`config.mk`:
```
export PLATFORM = sky130hd
export DESIGN_NAME = ep_arb
export DESIGN_NICKNAME = d
export VERILOG_FILES = /design/src/rtl/ep_arb_pkg.sv /design/src/rtl/ep_arb_rr_pick.sv /design/src/rtl/ep_arb.sv
export SDC_FILE = /design/constraint.sdc
export NUM_CORES = 1
export LEC_CHECK = 0
export CAP_MARGIN = 30
export CORE_AREA = 2 2 91 93
export CTS_BUF_LIST = sky130_fd_sc_hd__clkbuf_8
export DETAILED_ROUTE_END_ITERATION = 12
export DIE_AREA = 0 0 93 95
export PLACE_DENSITY = 0.81
export SETUP_SLACK_MARGIN = 0.1
export SYNTH_ARGS = -nofsm -noshare
export SYNTH_HDL_FRONTEND = slang
export SYNTH_SLANG_ARGS = --single-unit
```
`constraint.sdc`:
```
create_clock -name clk -period 2.1 [get_ports clk]
set_clock_uncertainty 0.2 [all_clocks]
set_input_delay 0.315 -clock clk [delete_from_list [all_inputs] [get_ports clk]]
set_output_delay 0.315 -clock clk [all_outputs]
set_load 0.01 [all_outputs]
```
`src/rtl/ep_arb_pkg.sv`:
```
// Shared types and constants for the endpoint arbiter: FSM encoding and the
// values driven onto the core TRN tx port when no channel holds the grant.
package ep_arb_pkg;

  typedef enum logic [1:0] {
    S_IDLE  = 2'd0,
    S_GRANT = 2'd1,
    S_BUSY  = 2'd2,
    S_GAP   = 2'd3
  } state_t;

  localparam logic [7:0]  TREM_IDLE = 8'hFF;
  localparam logic [63:0] TD_IDLE   = 64'h0;

endpackage

```
`src/rtl/ep_arb_rr_pick.sv`:
```
// Combinational round-robin priority encoder: first requester strictly after
// ptr, wrapping, so the last grantee has lowest priority.
module rr_pick #(
  parameter int NCH = 2,
  parameter int IW  = $clog2(NCH)
) (
  input  logic [NCH-1:0] req,
  input  logic [IW-1:0]  ptr,
  output logic           valid,
  output logic [IW-1:0]  idx
);

  always_comb begin
    valid = 1'b0;
    idx   = '0;
    for (int i = 1; i <= NCH; i++) begin
      if (!valid && req[(int'(ptr) + i) % NCH]) begin
        valid = 1'b1;
        idx   = IW'((int'(ptr) + i) % NCH);
      end
    end
  end

endmodule

```
`src/rtl/ep_arb.sv`:
```
// Endpoint-level arbiter: grants one channel at a time the shared TRN tx
// interface in round-robin order and muxes the grantee onto the core port.
module ep_arb
  import ep_arb_pkg::*;
#(
  parameter int NCH     = 2,
  parameter int GNT_TMO = 16,
  parameter int IW      = $clog2(NCH),
  parameter int CW      = $clog2(GNT_TMO + 1)
) (
  input  logic              clk,
  input  logic              rst,
  input  logic [NCH-1:0]    chn_reqep,
  input  logic [NCH-1:0]    chn_drvn,
  output logic [NCH-1:0]    chn_trn,
  input  logic [64*NCH-1:0] ch_trn_td,
  input  logic [8*NCH-1:0]  ch_trn_trem_n,
  input  logic [NCH-1:0]    ch_trn_tsof_n,
  input  logic [NCH-1:0]    ch_trn_teof_n,
  input  logic [NCH-1:0]    ch_trn_tsrc_rdy_n,
  output logic [63:0]       trn_td,
  output logic [7:0]        trn_trem_n,
  output logic              trn_tsof_n,
  output logic              trn_teof_n,
  output logic              trn_tsrc_rdy_n,
  output logic [IW-1:0]     gnt_idx,
  output logic              arb_busy,
  output logic              drv_err
);

  state_t         state, state_nxt;
  logic [NCH-1:0] trn_nxt;
  logic [IW-1:0]  ptr, ptr_nxt;
  logic [CW-1:0]  cnt, cnt_nxt;
  logic           pick_vld;
  logic [IW-1:0]  pick_idx;
  logic [NCH-1:0] ill, ill_q;

  rr_pick #(.NCH(NCH), .IW(IW)) u_pick (
    .req   (chn_reqep),
    .ptr   (ptr),
    .valid (pick_vld),
    .idx   (pick_idx)
  );

  // ptr only moves on grant, so it doubles as the current/last grantee
  assign gnt_idx  = ptr;
  assign arb_busy = (state == S_GRANT) || (state == S_BUSY);
  assign ill      = chn_drvn & ~chn_trn;

  always_comb begin
    state_nxt = state;
    trn_nxt   = chn_trn;
    ptr_nxt   = ptr;
    cnt_nxt   = cnt;
    case (state)
      S_IDLE: begin
        if (pick_vld) begin
          trn_nxt   = NCH'(1) << pick_idx;
          ptr_nxt   = pick_idx;
          cnt_nxt   = '0;
          state_nxt = S_GRANT;
        end
      end
      S_GRANT: begin
        if (chn_drvn[ptr]) begin
          state_nxt = S_BUSY;
        end else if (!chn_reqep[ptr] || cnt == CW'(GNT_TMO - 1)) begin
          trn_nxt   = '0;
          state_nxt = S_GAP;
        end else begin
          cnt_nxt = cnt + CW'(1);
        end
      end
      S_BUSY: begin
        if (!chn_drvn[ptr]) begin
          trn_nxt   = '0;
          state_nxt = S_GAP;
        end
      end
      default: state_nxt = S_IDLE;
    endcase
  end

  always_ff @(posedge clk) begin
    if (rst) begin
      state   <= S_IDLE;
      chn_trn <= '0;
      ptr     <= IW'(NCH - 1);
      cnt     <= '0;
      ill_q   <= '0;
      drv_err <= 1'b0;
    end else begin
      state   <= state_nxt;
      chn_trn <= trn_nxt;
      ptr     <= ptr_nxt;
      cnt     <= cnt_nxt;
      ill_q   <= ill;
      // one cycle of ungranted drive is tolerated for the release drop
      if (|(ill & ill_q)) drv_err <= 1'b1;
    end
  end

  always_comb begin
    trn_td         = TD_IDLE;
    trn_trem_n     = TREM_IDLE;
    trn_tsof_n     = 1'b1;
    trn_teof_n     = 1'b1;
    trn_tsrc_rdy_n = 1'b1;
    for (int i = 0; i < NCH; i++) begin
      if (chn_trn[i]) begin
        trn_td         = ch_trn_td[64*i +: 64];
        trn_trem_n     = ch_trn_trem_n[8*i +: 8];
        trn_tsof_n     = ch_trn_tsof_n[i];
        trn_teof_n     = ch_trn_teof_n[i];
        trn_tsrc_rdy_n = ch_trn_tsrc_rdy_n[i];
      end
    end
  end

endmodule

```
==> flow_summary.toml <==
[status]
outcome = "completed"

[power]
leakage_nw = 1.79
p_per_area_mw_per_mm2 = 922
ir_worst_vdd_v = 0.000652

[routing]
wl_per_cell_um = 19.3
antenna_left = 0
drtPass1Iterations = 5
wl_um = 10300
drtIter0Drc = 71
vias = 2586
drc = 0
vias_per_cell = 4.86

[clock_tree]
clk_pin_slew_worst_paths_ns = 0.06
clock_latency_ns = 0.24
cts-hold-fix-buffers = 0
cts_tree = "done"
cts_buffers = 3
cts.path.max_buffers = 2
htree_num_levels = 1
cts.sinks = 13
root_buffer = "clkbuf_8"

[logic_synthesis]
syn_avg_cell_area_sq_um = 8.41
synth.top_cells.by_area = "a22o_1, dfxtp_1, o22a_1"
synth_top_area_share_pct = 39.0
yosysWarningCount = 0
synth.largest_area_cell = "a22o_1"
synth_area_sq_mm = 0.00144
synth_fp_nets = 333
synth_cell_types = 36
async_reset_ff_share_pct = 0
ys_seq_area_share_pct = 18.1
syn-instance-count = 171
ys.flop_type = "dfxtp_1"
synth.ff_latch_count = 13
synth_edf_count = 0

[finish]
antenna_cells = 0
postLayoutCellArea_sq_mm = 0.00418
final_cell_mix = "clkdlybuf4s50_1, a22o_1, buf_2, buf_4, clkdlybuf4s15_1"
drive_gt1_share_pct = 26.7
area_growth_pct = 191
layoutNonFillerInstCount = 532
nFillCells = 733
fin_nets = 590
final_common_cell = "clkdlybuf4s50_1"

[hold_path]
min_path_cells = 2
hold_class = "register to register"

[floorplan]
die_height_um = 95
core_area_sq_mm = 0.00793
die_w_um = 93
dieArea_sq_mm = 0.00884
num_rows = 33
start_util_pct = 18.1
io-pin-count = 236

[sta]
rsz0062_at_grt = "yes"
tightest_slew_ns = 0.395
period_share_pct = 97.2
finalSetupViolations = 0
slew_headroom_pct = 73.6
slew_viol_final = 0
fmax_mhz = 490
fin_tns_setup_ns = 0
finalHoldViolCount = 0
min_period_ns = 2.04

[setup_path]
rr_startpoint = "gnt_idx"
startpoint = "gnt_idx"
worstSetupPathType = "register to register"
cp-end-kind = "register"
required_ns = 2.08
r2r_slack_ns = 0.06
critPathMaxFanout = 8
endpoint = "state[0]"
r2r_end = "state[0]"
arrival_ns = 2.02
worstRegToRegCells = 5
startpoint_type = "register"

[grt]
grt_usage_pct = 21.2
grt_pass1_vias = 2586
grt_pass1_wl_um = 14500
grt_max_degree = 39
overflow = 0
antenna_found_initial = 0

[place]
place_area_sq_mm = 0.00409
dpl.hpwl_um = 8020
placed_cells = 514
place.gp.congestion = 0.866
port_buffers = 235

[run]
maxCapViolCount = 0
-- synth_stat cells, types with 2 or more instances --
library cell  number
a22o_1            64
and3_1             2
dfxtp_1           13
clkbuf_1          13
nor2_1             4
a211o_1            2
inv_1              5
o21ai_0            2
buf_1              4
nand2_1            5
nand3_1            5
ha_1               6
nor3b_1            3
o22a_1            11
nand3b_1           4
a21oi_1            7
a31oi_1            2
-- flip-flops by register name, summed over array words and instances (netlist names) --
signal / flops
state: 2
drv_err: 1
cnt: 5
ill_q: 2
gnt_idx: 1
chn_trn: 2
-- cell families after synthesis --
logic type	share of synthesized area (%)
AOI/OAI and AO/OA	55.8
and+or+nand+nor	13.1
buffers and inverters	6.09
DFF	18.1
adders and majority gates	5.22
muxes	1.74
-- through the flow --
stage	setup slack, ns	hold WS, ns	util, %	power (mW)
after global routing	0.0120	0.292	52.7	4.06
after detailed placement	-0.274	0.266	51.6	3.62
after CTS	0.0177	0.274	53.2	3.85
final	0.0585	0.269	52.7	3.85
after global placement	-0.238	0.255	51.6	3.57
after floorplan	0.0997	0.241	-	1.70
-- routing by layer --
metal	up-vias	GRT usage, %	part of all wire (%)
met5	-	0	0
met2	124	37.9	50
met4	0	4.04	1.3
met1	1229	25.4	39
met3	12	5.83	9.4
li1	1221	-	-
-- report_power, final --
part	internal, mW	switching, mW
logic	1.77	1.50
registers	0.313	0.0484
clock network	0.129	0.0873
-- how the worst min path moves through the flow --
| stage | to | slack, ns | start |
|---|---|---|---|
| final | drv_err | 0.27 | ill_q[0] |
| after global routing | drv_err | 0.29 | ill_q[0] |
| after CTS | drv_err | 0.27 | ill_q[0] |
| after detailed placement | drv_err | 0.27 | ill_q[0] |
| after global placement | cnt[4] | 0.25 | cnt[4] |
| after floorplan | cnt[3] | 0.24 | cnt[3] |
-- area by class of cell --
class,instances,area (sq um),share of cell area (%)
Timing Repair Buffer,270,2490,59.7
Multi-Input combinational cell,135,1210,28.9
Sequential cell,13,277,6.62
Tap cell,105,131,3.15
Clock buffer,3,41.3,0.989
Inverter,5,21.3,0.509
Clock inverter,1,3.75,0.0899
-- worst max-delay path, stage by stage, from the launching register on --
cell     delay (ns)
dfxtp_4        0.35
mux2_4         0.31
buf_4          0.14
or4b_4         0.60
a211o_1        0.33
nand2_1        0.06
-- timing repair --
item | 4_1_cts | 5_1_grt
buffers inserted | 11 | 1
hold endpoints to repair | 0 | 0
endpoints found under the setup margin | 84 | 54
cloned | 3 | 0
gates resized for setup | 204 | 59
pin swaps | 10 | 3
(Power assumes the default switching activity.)
